--- src/rtl/vga_timing_gen_if.sv ---
// vga_timing_gen_if -- raster/timing bundle between the VGA timing generator
// and its consumers.
//
// Signals:
//   pix_ce       pixel clock-enable (driven by the consumer side)
//   DrawX        current horizontal position, 0..799
//   DrawY        current vertical position, 0..524
//   blank        1 = visible pixel, 0 = porch/sync/reset
//   hs, vs       horizontal / vertical sync, active low
//   frame_start  one-cycle pulse when the position wraps to (0,0)
//   line_end     high while DrawX = 799
//
// Modports:
//   master  the timing generator (drives the raster outputs)
//   slave   the consumer (drives pix_ce, observes the raster)
interface vga_timing_gen_if;
  logic       pix_ce;
  logic [9:0] DrawX;
  logic [9:0] DrawY;
  logic       blank;
  logic       hs;
  logic       vs;
  logic       frame_start;
  logic       line_end;

  modport master (
    input  pix_ce,
    output DrawX, DrawY, blank, hs, vs, frame_start, line_end
  );

  modport slave (
    output pix_ce,
    input  DrawX, DrawY, blank, hs, vs, frame_start, line_end
  );
endinterface

--- src/rtl/vga_timing_gen.sv ---
// vga_timing_gen -- 640x480 @ 800x525 VGA raster timing generator.
//
// Ports:
//   vga_clk  input   pixel-domain clock, all logic on its rising edge
//   reset    input   synchronous, active-high reset
//   vif      master  vga_timing_gen_if bundle (pix_ce in; DrawX, DrawY,
//                    blank, hs, vs, frame_start, line_end out)
//
// Horizontal and vertical FSMs track the porch/sync regions. Every output is
// registered and decoded from the *next* position/state, so the flags line up
// with DrawX/DrawY in the same cycle.
//
// Build option:
//   VGA_SYNC_DELAY_EN  when defined, hs/vs get one extra pix_ce-qualified
//                      register stage to match a registered colour stage
//                      downstream; blank/frame_start/line_end are unchanged.
module vga_timing_gen (
  input  logic             vga_clk,
  input  logic             reset,
  vga_timing_gen_if.master vif
);

  // Raster geometry (boundary = first pixel/line of each region).
  localparam logic [9:0] H_FRONT_START = 10'd640;
  localparam logic [9:0] H_SYNC_START  = 10'd656;
  localparam logic [9:0] H_BACK_START  = 10'd752;
  localparam logic [9:0] H_LAST        = 10'd799;
  localparam logic [9:0] V_FRONT_START = 10'd480;
  localparam logic [9:0] V_SYNC_START  = 10'd490;
  localparam logic [9:0] V_BACK_START  = 10'd492;
  localparam logic [9:0] V_LAST        = 10'd524;

  localparam logic [1:0] H_ACTIVE = 2'd0;
  localparam logic [1:0] H_FRONT  = 2'd1;
  localparam logic [1:0] H_SYNC   = 2'd2;
  localparam logic [1:0] H_BACK   = 2'd3;

  localparam logic [1:0] V_ACTIVE = 2'd0;
  localparam logic [1:0] V_FRONT  = 2'd1;
  localparam logic [1:0] V_SYNC   = 2'd2;
  localparam logic [1:0] V_BACK   = 2'd3;

  logic [9:0] x_reg, x_next;
  logic [9:0] y_reg, y_next;
  logic [1:0] h_state_reg, h_state_next;
  logic [1:0] v_state_reg, v_state_next;
  logic       blank_reg, blank_next;
  logic       hs_reg, hs_next;
  logic       vs_reg, vs_next;
  logic       frame_start_reg, frame_start_next;
  logic       line_end_reg, line_end_next;
  logic       x_wrap, y_wrap;

  // ">=" rather than "==" so a corrupted counter still falls back into range.
  assign x_wrap = (x_reg >= H_LAST);
  assign y_wrap = (y_reg >= V_LAST);

  always_comb begin
    x_next       = x_reg;
    y_next       = y_reg;
    h_state_next = h_state_reg;
    v_state_next = v_state_reg;

    if (vif.pix_ce) begin
      if (x_wrap) begin
        x_next = 10'd0;
        y_next = y_wrap ? 10'd0 : (y_reg + 10'd1);
      end else begin
        x_next = x_reg + 10'd1;
      end

      // Horizontal region changes only when the new X lands on a boundary.
      case (x_next)
        10'd0:         h_state_next = H_ACTIVE;
        H_FRONT_START: h_state_next = H_FRONT;
        H_SYNC_START:  h_state_next = H_SYNC;
        H_BACK_START:  h_state_next = H_BACK;
        default:       h_state_next = h_state_reg;
      endcase

      // Vertical region can only change on the line wrap.
      if (x_wrap) begin
        case (y_next)
          10'd0:         v_state_next = V_ACTIVE;
          V_FRONT_START: v_state_next = V_FRONT;
          V_SYNC_START:  v_state_next = V_SYNC;
          V_BACK_START:  v_state_next = V_BACK;
          default:       v_state_next = v_state_reg;
        endcase
      end
    end
  end

  // Flags decoded from the next state so they register alongside the counters.
  assign blank_next       = (h_state_next == H_ACTIVE) && (v_state_next == V_ACTIVE);
  assign hs_next          = (h_state_next != H_SYNC);
  assign vs_next          = (v_state_next != V_SYNC);
  assign line_end_next    = (x_next == H_LAST);
  assign frame_start_next = vif.pix_ce && x_wrap && y_wrap;

  always_ff @(posedge vga_clk) begin
    if (reset) begin
      x_reg           <= 10'd0;
      y_reg           <= 10'd0;
      h_state_reg     <= H_ACTIVE;
      v_state_reg     <= V_ACTIVE;
      blank_reg       <= 1'b0;
      hs_reg          <= 1'b1;
      vs_reg          <= 1'b1;
      frame_start_reg <= 1'b0;
      line_end_reg    <= 1'b0;
    end else begin
      // Pulse output: cleared on any idle cycle.
      frame_start_reg <= frame_start_next;
      // Level outputs only move with the raster; an idle cycle holds them,
      // which keeps blank=0 after reset until the first real pixel step.
      if (vif.pix_ce) begin
        x_reg        <= x_next;
        y_reg        <= y_next;
        h_state_reg  <= h_state_next;
        v_state_reg  <= v_state_next;
        blank_reg    <= blank_next;
        hs_reg       <= hs_next;
        vs_reg       <= vs_next;
        line_end_reg <= line_end_next;
      end
    end
  end

`ifdef VGA_SYNC_DELAY_EN
  // Extra pix_ce-qualified stage on the syncs only; idles high like the syncs.
  logic hs_dly_reg;
  logic vs_dly_reg;

  always_ff @(posedge vga_clk) begin
    if (reset) begin
      hs_dly_reg <= 1'b1;
      vs_dly_reg <= 1'b1;
    end else if (vif.pix_ce) begin
      hs_dly_reg <= hs_reg;
      vs_dly_reg <= vs_reg;
    end
  end

  assign vif.hs = hs_dly_reg;
  assign vif.vs = vs_dly_reg;
`else
  assign vif.hs = hs_reg;
  assign vif.vs = vs_reg;
`endif

  assign vif.DrawX       = x_reg;
  assign vif.DrawY       = y_reg;
  assign vif.blank       = blank_reg;
  assign vif.frame_start = frame_start_reg;
  assign vif.line_end    = line_end_reg;

endmodule

--- src/flat_wrapper.sv ---
// flat-port wrapper written by rule: the top's interface ports become plain ports
module vga_timing_gen_flat 
  (vga_clk, reset, vif_pix_ce, vif_DrawX, vif_DrawY, vif_blank, vif_hs, vif_vs, vif_frame_start, vif_line_end);
  vga_timing_gen_if vif_i ();
  input  logic vga_clk;
  input  logic reset;
  input wire logic [$bits(vif_i.pix_ce)-1:0] vif_pix_ce;
  output wire logic [$bits(vif_i.DrawX)-1:0] vif_DrawX;
  output wire logic [$bits(vif_i.DrawY)-1:0] vif_DrawY;
  output wire logic [$bits(vif_i.blank)-1:0] vif_blank;
  output wire logic [$bits(vif_i.hs)-1:0] vif_hs;
  output wire logic [$bits(vif_i.vs)-1:0] vif_vs;
  output wire logic [$bits(vif_i.frame_start)-1:0] vif_frame_start;
  output wire logic [$bits(vif_i.line_end)-1:0] vif_line_end;
  assign vif_i.pix_ce = vif_pix_ce;
  assign vif_DrawX = vif_i.DrawX;
  assign vif_DrawY = vif_i.DrawY;
  assign vif_blank = vif_i.blank;
  assign vif_hs = vif_i.hs;
  assign vif_vs = vif_i.vs;
  assign vif_frame_start = vif_i.frame_start;
  assign vif_line_end = vif_i.line_end;
  vga_timing_gen u_core (.vga_clk(vga_clk), .reset(reset), .vif(vif_i));
endmodule
--- config.mk ---
export PLATFORM = sky130hd
export DESIGN_NAME = vga_timing_gen_flat
export DESIGN_NICKNAME = d
export VERILOG_FILES = /design/src/rtl/vga_timing_gen_if.sv /design/src/rtl/vga_timing_gen.sv /design/src/flat_wrapper.sv
export SDC_FILE = /design/constraint.sdc
export NUM_CORES = 1
export LEC_CHECK = 0
export ABC_AREA = 1
export BUFFER_PORTS_ARGS = -buffer_cell sky130_fd_sc_hd__buf_2
export CAP_MARGIN = 5
export CORE_ASPECT_RATIO = 0.6
export CORE_MARGIN = 3
export CORE_UTILIZATION = 52
export CTS_CLUSTER_DIAMETER = 60
export DETAILED_ROUTE_END_ITERATION = 6
export GPL_TIMING_DRIVEN = 0
export PLACE_DENSITY = 0.75
export REMOVE_ABC_BUFFERS = 1
export SLEW_MARGIN = 20
export SYNTH_ARGS = -nofsm -noshare
export SYNTH_HDL_FRONTEND = slang
export SYNTH_SLANG_ARGS = --single-unit
--- constraint.sdc ---
create_clock -name vga_clk -period 2.32 [get_ports vga_clk]
set_clock_uncertainty 0.2 [all_clocks]
set_input_delay 0.464 -clock vga_clk [delete_from_list [all_inputs] [get_ports vga_clk]]
set_output_delay 0.464 -clock vga_clk [all_outputs]
set_load 0.1 [all_outputs]
# --- Yosys cells after proc, flatten, opt, wreduce, memory -nomap -nowiden ---
# Index checks and enable logic that the tools add are counted.
totals:
  ff_bits: 29
  input_bits: 3
classes:
  n_addsub: 2
  n_lt_le_gt_ge: 2
  n_eq_ne: 9
  muxes: 11
  n_reduce_logical: 7
ops:
  columns: ["operator", "n"]
  rows:
  - ["10-bit two-way mux", 6]
  - ["10-bit == test, second input constant", 4]
  - ["10-bit by 9-bit == test with 1-bit output, second input constant", 3]
  - ["10-bit by 1-bit adder with 10-bit output, second input constant", 2]
  - ["10-bit >= comparator, second input constant", 2]
  - ["10-bit zero test", 2]
  - ["2-bit one-hot mux with 4 select lines", 2]
  - ["2-bit two-way mux", 3]
  - ["2-bit zero test", 2]
  - ["2-bit inequality test, second input constant", 2]
  - ["1-bit logical AND", 3]

# --- Depth between registers and ports, before layout ---
# Gate-level depths: netlist of run 1.
depth:
  depth_word: 10
  mapped_depth: 19
  mapped_depth_nobuf: 19

# --- Worst setup path before layout of run 1 ---
# No wires, ideal clock.
synth_path:
  path_kind: "register to register"
  from: "register u_core.x_reg[1], in the netlist u_core.vif.DrawX[1]"
  to: "register u_core.vs_reg, in the netlist u_core.vif.vs"
  setup_time_ns: 0.117
  t_arrival_ns: 2.807
  required_time_ns: 2.003
  path_slack_ns: -0.804
  path_stages_with_launch: 18
  n_path_buf: 1
  period_less_slack_ns: 3.124
  cell_sequence: "dfxtp_1 -> ha_1 -> nand4_2 -> nand2_4 -> nand2_4 -> buf_6 -> nand2_2 -> inv_2 -> nor2_4 -> nand2_2 -> nor2_4 -> nand3_1 -> nand3_1 -> nand3_1 -> nand2_1 -> nand2_1 -> nor2_1 -> nor2_1"
synth_between:
  elab_chain_cells: 8
  elab_cells_between_ends: 11
synth_lines:
  columns: ["item", "line", "source"]
  rows:
  - ["start, declared", "vga_timing_gen.sv:43", "logic [9:0] x_reg, x_next;"]
  - ["start signal, assigned", "vga_timing_gen.sv:118", "x_reg <= x_next;"]
  - ["10-bit >= comparator (*)", "vga_timing_gen.sv:55", "assign x_wrap = (x_reg >= H_LAST);"]
  - ["10-bit two-way mux", "vga_timing_gen.sv:65", "if (x_wrap) begin"]
  - ["10-bit two-way mux", "vga_timing_gen.sv:64", "if (vif.pix_ce) begin"]
  - ["10-bit by 9-bit == test with 1-bit output or 10-bit zero test (tied branches)", "vga_timing_gen.sv:83", "case (y_next)"]
  - ["2-bit one-hot mux with 4 select lines", "vga_timing_gen.sv:83", null]
  - ["2-bit two-way mux (*)", "vga_timing_gen.sv:82", "if (x_wrap) begin"]
  - ["2-bit two-way mux (*)", "vga_timing_gen.sv:64", null]
  - ["2-bit inequality test (*)", "vga_timing_gen.sv:97", "assign vs_next = (v_state_next != V_SYNC);"]
  - ["end signal, assigned", "vga_timing_gen.sv:124", "vs_reg <= vs_next;"]
  - ["end, declared", "vga_timing_gen.sv:49", "logic vs_reg, vs_next;"]
# Mark *: on every way between the ends. The rest lies on a longest branch, timed or not. The select of a mux whose other input is x is not followed.
# A chain may end at the register's enable or synchronous reset.

# --- Worst setup path after layout of run 1 ---
layout_path:
  from: "register u_core.x_reg[7], in the netlist u_core.vif.DrawX[7]"
  to: "register u_core.vs_reg, in the netlist u_core.vif.vs"
# The elaborated chain is that of the path after synthesis.

==> results.sh, run 1 <==
export IMPL_status="complete, but fails checks"
export IMPL_violations="setup timing"
export IMPL_fin_crit_sh=1.05
export IMPL_portBuffers=27
export IMPL_hold_violations=0
export IMPL_place_congestion=0.955
export IMPL_crit_path_cell_trace="inv_4, nand2_1, nor2_2, nand2_4, nand2_8, clkinv_8, nand2_4, nand3_2, nor2_1, nand2_2, nor2_2, nand2_1, nand3_1, nand3_1, nand2_2, nand2_1, nor2_1, nor2_1"
export IMPL_die_h_um=56.1
export IMPL_hold_class="flip-flop to flip-flop"
export IMPL_rsz0062_at_grt="true"
export IMPL_syn_avg_cell_area_um2=5.92
export IMPL_clock_sinks=29
export IMPL_yosysMostFrequentCell="nand2_1"
export IMPL_power_mw=1.17
export IMPL_yosys_area_top_type_share=0.267
export IMPL_overflow=0
export IMPL_synth_area_leader_cell="dfxtp_1"
export IMPL_antenna_cells=0
export IMPL_start_kind="flip-flop"
export IMPL_clk_latency_ns=0.29
export IMPL_drv_slew=0
export IMPL_n_fill_cell=283
export IMPL_num_vias=2718
export IMPL_dr_pass1_iters=5
export IMPL_grt_pass1_wl_um=10700
export IMPL_initial_core_util=0.565
export IMPL_synth_cell_area_um2=2180
export IMPL_ant_nets=0
export IMPL_fin_crit_ns=2.43
export IMPL_cpPeakStageDelay_ns=0.36
export IMPL_first_global_vias=2161
export IMPL_ctsLongestPathBuffers=2
export IMPL_crit_type="flip-flop to flip-flop"
export IMPL_fp_dieArea_um2=5020
export IMPL_synth_common_cells="nand2_1 (94), nor2_1 (55), nand3_1 (45), inv_1 (44), dfxtp_1 (29)"
export IMPL_synth_area_leaders="dfxtp_1 (27%), nand2_1 (16%), nand3_1 (10%)"
export IMPL_tightestPinTransition_ns=0.596
export IMPL_cp_arrival_ns=2.40
export IMPL_synth_seq_cells=29
export IMPL_ys_seq_area_frac=0.267
export IMPL_synth_cell_type_count=27
export IMPL_async_flop_share=0
export IMPL_grt_max_degree=26
export IMPL_core_um2=3850
export IMPL_grtUsageTotal=0.274
export IMPL_setup_viol=3
export IMPL_htreeDepth=2
export IMPL_power_leakage_nw=1.30
export IMPL_synthCells=368
export IMPL_crit_path_max_fanout=9
export IMPL_clk_pin_slew_ns=0.07
export IMPL_multi_input_area_um2=1560
export IMPL_antenna_found_initial=0
export IMPL_cellPowerDensity_nw_per_um2=406
export IMPL_setup_ws_ns=-0.105
export IMPL_die_width_um=89.5
export IMPL_max_cap_viol_count=0
export IMPL_cts_root_buf="clkbuf_8"
export IMPL_synth_edf_count=0
export IMPL_crit_path_end_kind="flip-flop"
export IMPL_drtIter0Drc=435
export IMPL_utilization=0.749
export IMPL_hpwl_um=4430
export IMPL_ys_flop_type="dfxtp_1"
export IMPL_vdd_ir_drop_max_uv=324
export IMPL_wl_um=7460
export IMPL_slowest_stage="dfxtp_4"
export IMPL_cts_made_buffers=5
export IMPL_yosysWarningCount=0
export IMPL_area_growth_pct=32.5
export IMPL_via_per_inst=5.76
export IMPL_drc=0
export IMPL_slew_headroom=0.602
export IMPL_r2r_cells=18
export IMPL_hold_path_depth=2
export IMPL_seqCellArea_um2=616
export IMPL_nNetsFinal=420
export IMPL_place_inst=441
export IMPL_drive_gt1_frac=0.354
export IMPL_cts_tree="built"
export IMPL_timing_fmax_mhz=412
export IMPL_num_rows=17
export IMPL_wl_per_cell_um=15.8
export IMPL_instances_no_fill=472
export IMPL_ios=28
export IMPL_critical_path_required_ns=2.30
export IMPL_pre_cts_ws_ns=-0.685
power by group:
group          leakage [nW]  internal (mW)  switching, mW
registers             0.245          0.503         0.0104
clock network        0.0542          0.268          0.210
logic                  1.00         0.0449          0.135
total                  1.30          0.816          0.355
stage by stage:
stage	TNS, ns	hold slack (ns)	cell area, µm²
2_1_floorplan	-12.19	0.257	2110
3_3_place_gp	-3.89	0.252	2310
3_5_place_dp	-3.95	0.244	2310
4_1_cts	0	0.260	2700
5_1_grt	-1.04	0.282	2890
6_report	-0.223	0.257	2890
layout make-up:
| type | instances | share of cell area |
|---|---|---|
| clock inverter | 1 | 0.00173 |
| sequential | 29 | 0.213 |
| multi-input combinational | 278 | 0.540 |
| timing repair buffer | 48 | 0.111 |
| timing repair inverter | 1 | 0.00304 |
| clock buffer | 7 | 0.0334 |
| tap | 57 | 0.0247 |
| inverter | 51 | 0.0729 |
worst max-delay path: cells and delay by family, from the launching register on:
family / cells / cell delay, ns
simple gates: 16 / 1.61
buf+inv: 2 / 0.14
flops: 1 / 0.36
per-layer routing:
| metal | routed length (µm) | vias to the layer above | GRT usage |
|---|---|---|---|
| li1 | - | 1285 | - |
| met5 | 0 | - | 0 |
| met3 | 873 | 21 | 0.0710 |
| met2 | 3080 | 180 | 0.357 |
| met1 | 3350 | 1232 | 0.435 |
| met4 | 154 | 0 | 0.0616 |
cell usage in the layout, fill, tap and decap left out, types with 2 or more instances in the layout:
cell type	synthesis	routed
nor3_2	0	2
nor2_2	5	15
ha_4	0	2
o22ai_1	12	12
nor2_1	55	43
dfxtp_2	0	13
o21ai_2	1	2
nand2_4	2	2
nand3_1	45	33
dfxtp_4	0	5
nand4_1	11	11
nand3_2	0	12
o21ai_1	3	4
inv_2	7	8
xor2_1	2	2
clkbuf_8	0	7
a21oi_1	5	4
nor2_4	3	5
buf_4	0	16
buf_6	3	4
o21ai_0	16	13
nand2_2	6	15
dfxtp_1	29	11
nand2_8	0	2
nor3_1	9	7
buf_2	4	27
nand2_1	94	84
inv_1	44	40
path summary, 6_finish.rpt:
path	to	startpoint	slack, ns
hold reg to reg	u_core.vif.line_end	u_core.vif.line_end	0.26
setup / recovery	u_core.vif.vs	u_core.vif.DrawX[7]	-0.11
setup reg to reg	u_core.vif.vs	u_core.vif.DrawX[7]	-0.11
hold / removal	u_core.vif.line_end	u_core.vif.line_end	0.26
cell families after synthesis:
family          share of synthesized area
buf+inv                             0.120
compound gates                      0.110
fa+ha+maj                          0.0172
xor+xnor                          0.00805
flops                               0.267
simple gates                        0.479
repair_timing:
item                                   CTS  global route
hold buffers                             0             0
setup buffers                           16             5
gates cloned                             1             1
endpoints found under the hold margin    0             0
setup endpoints to repair                9             7
pin swaps                               19            21
resized for setup                       43            46
Note: power is estimated with default switching activity, not from simulation.
==> run 2: changes to the inputs <==
GPL_TIMING_DRIVEN = unset   (was 0)
==> run 2 against run 1 <==
- the flow finishes with violations (DRC, setup timing)
- setup slack got worse by 0.059 ns
- utilization is 12 points higher
- register-to-register slack got worse by 0.06 ns
- sequential share of layout area is 3.4 points lower
- critical path depth fell by 2
- clock-buffer cell count unchanged
- largest power group unchanged
==> results.sh, run 2 (synthesis gave the netlist of run 1 again) <==
export IMPL_p_switching_mw=0.370
export IMPL_fp_dieArea_um2=5020
export IMPL_seq_power_share=0.428
export IMPL_ios=28
export IMPL_portBuffers=27
export IMPL_fin_crit_sh=1.07
export IMPL_drtIter0Drc=568
export IMPL_clock_sinks=29
export IMPL_cellPowerDensity_nw_per_um2=357
export IMPL_crit_path_max_fanout=7
export IMPL_grt_busiest_layer="met1"
export IMPL_grt_max_degree=26
export IMPL_crit_end="u_core.vif.vs"
export IMPL_hpwl_um=5200
export IMPL_drive_gt1_frac=0.477
export IMPL_slew_headroom=0.650
export IMPL_wl_um=9560
export IMPL_crit_path_end_kind="flip-flop"
export IMPL_fin_crit_ns=2.48
export IMPL_pwr_share_comb=0.170
export IMPL_die_width_um=89.5
export IMPL_setup_ws_ns=-0.164
export IMPL_dr_pass1_iters=7
export IMPL_via_per_inst=6.15
export IMPL_cp_arrival_ns=2.47
export IMPL_max_cap_viol_count=0
export IMPL_clk_latency_ns=0.29
export IMPL_violations="DRC, setup timing"
export IMPL_ant_nets=0
export IMPL_r2r_end="u_core.vif.vs"
export IMPL_r2r_cells=16
export IMPL_stdcell_area_um2=3360
export IMPL_most_common_layout_cells="nand2_1 (70), buf_4 (59), inv_1 (39)"
export IMPL_nNetsFinal=464
export IMPL_area_growth_pct=54.1
export IMPL_pwr_share_clk=0.402
export IMPL_overflow=0
export IMPL_antenna_found_initial=0
export IMPL_clk_pin_slew_ns=0.07
export IMPL_post_dp_cell_area_um2=2730
export IMPL_final_common_cell="nand2_1"
export IMPL_power_leakage_nw=1.56
export IMPL_tightestPinTransition_ns=0.524
export IMPL_hold_violations=0
export IMPL_netSwitchingFraction=0.309
export IMPL_critPathLaunch="u_core.vif.DrawX[0]"
export IMPL_status="complete, but fails checks"
export IMPL_cts_tree="built"
export IMPL_num_vias=3175
export IMPL_drv_slew=0
export IMPL_start_kind="flip-flop"
export IMPL_cts_made_buffers=5
export IMPL_setup_viol=7
export IMPL_vdd_ir_drop_max_uv=308
export IMPL_drc=2
export IMPL_num_rows=17
export IMPL_initial_core_util=0.565
export IMPL_grtUsageTotal=0.299
export IMPL_die_h_um=56.1
export IMPL_rsz0062_at_grt="true"
export IMPL_cts_root_buf="clkbuf_8"
export IMPL_use_met2=0.405
export IMPL_antenna_cells=0
export IMPL_whs_ns=0.269
export IMPL_first_global_vias=2504
export IMPL_grt_util_met3=0.0740
export IMPL_utilization=0.872
export IMPL_rrSetupSlack_ns=-0.16
export IMPL_htreeDepth=2
export IMPL_grt_pass1_wl_um=11700
export IMPL_r2r_start="u_core.vif.DrawX[0]"
export IMPL_crit_type="flip-flop to flip-flop"
export IMPL_timing_fmax_mhz=403
export IMPL_ctsLongestPathBuffers=2
export IMPL_p_int_mw=0.829
export IMPL_critical_path_required_ns=2.30
export IMPL_hold_class="flip-flop to flip-flop"
export IMPL_core_um2=3850
export IMPL_place_congestion=0.982
export IMPL_wl_per_cell_um=18.5
export IMPL_n_fill_cell=191
export IMPL_met1_usage=0.458
export IMPL_finalSetupTns_ns=-0.679
run 2: area by class of cell:
cell class	count	area [µm²]	area share
clock inverter	1	5.00	0.00149
multi-input combinational	277	1680	0.502
timing repair buffer	94	694	0.207
tap	57	71.3	0.0213
inverter	51	204	0.0608
clock buffer	7	96.3	0.0287
sequential	29	601	0.179
run 2: worst max-delay path, stage by stage, from the launching register on:
cell     delay (ns)
dfxtp_2        0.36
ha_4           0.15
nand4_4        0.10
nand2_4        0.13
nand2_8        0.10
buf_6          0.17
nand2_4        0.07
o21ai_1        0.09
nor2_1         0.20
nand2_2        0.13
nor2_4         0.15
buf_4          0.13
nand3_1        0.08
nand2_2        0.09
nand3_1        0.06
nor2_1         0.12
nor2_1         0.04
run 2: worst min-delay path by stage:
| stage | slack, ns | cells after the start | to | start |
|---|---|---|---|---|
| after detailed placement | 0.27 | 2 | u_core.vif.blank | u_core.vif.blank |
| after CTS | 0.28 | 2 | u_core.vif.blank | u_core.vif.blank |
| after floorplan | 0.26 | 2 | u_core.h_state_reg[1] | u_core.h_state_reg[1] |
| final | 0.27 | 2 | u_core.vif.hs | u_core.vif.hs |
| after global routing | 0.30 | 2 | u_core.h_state_reg[1] | u_core.h_state_reg[1] |
| after global placement | 0.25 | 2 | u_core.vif.blank | u_core.vif.blank |
run 2: power by group through the flow:
stage	registers [mW]	clock network, mW	logic, mW
final	0.513	0.481	0.204
after global routing	0.514	0.504	0.213
after CTS	0.513	0.481	0.165
after detailed placement	0.523	0	0.163
after global placement	0.523	0	0.162
after floorplan	0.579	0	0.0550
run 2: repair_timing:
item,CTS,global route
gates resized for setup,33,97
pin swaps,13,49
endpoints found under the setup margin,7,7
cloned,0,1
setup buffers,2,11
hold buffers,0,0
run 2: stage by stage:
step                instances  setup slack [ns]  power, mW
floorplan                 357            -0.995      0.634
global placement          494           -0.0684      0.684
detailed placement        494            -0.172      0.686
CTS                       504           0.00275       1.16
global route              516            -0.330       1.23
finish                    516            -0.164       1.20
run 2: metal layers:
| layer | wire length [µm] | share of wire |
|---|---|---|
| met1 | 3820 | 0.40 |
| met2 | 3940 | 0.41 |
| met3 | 1370 | 0.14 |
| met4 | 422 | 0.044 |
| met5 | 0 | 0 |
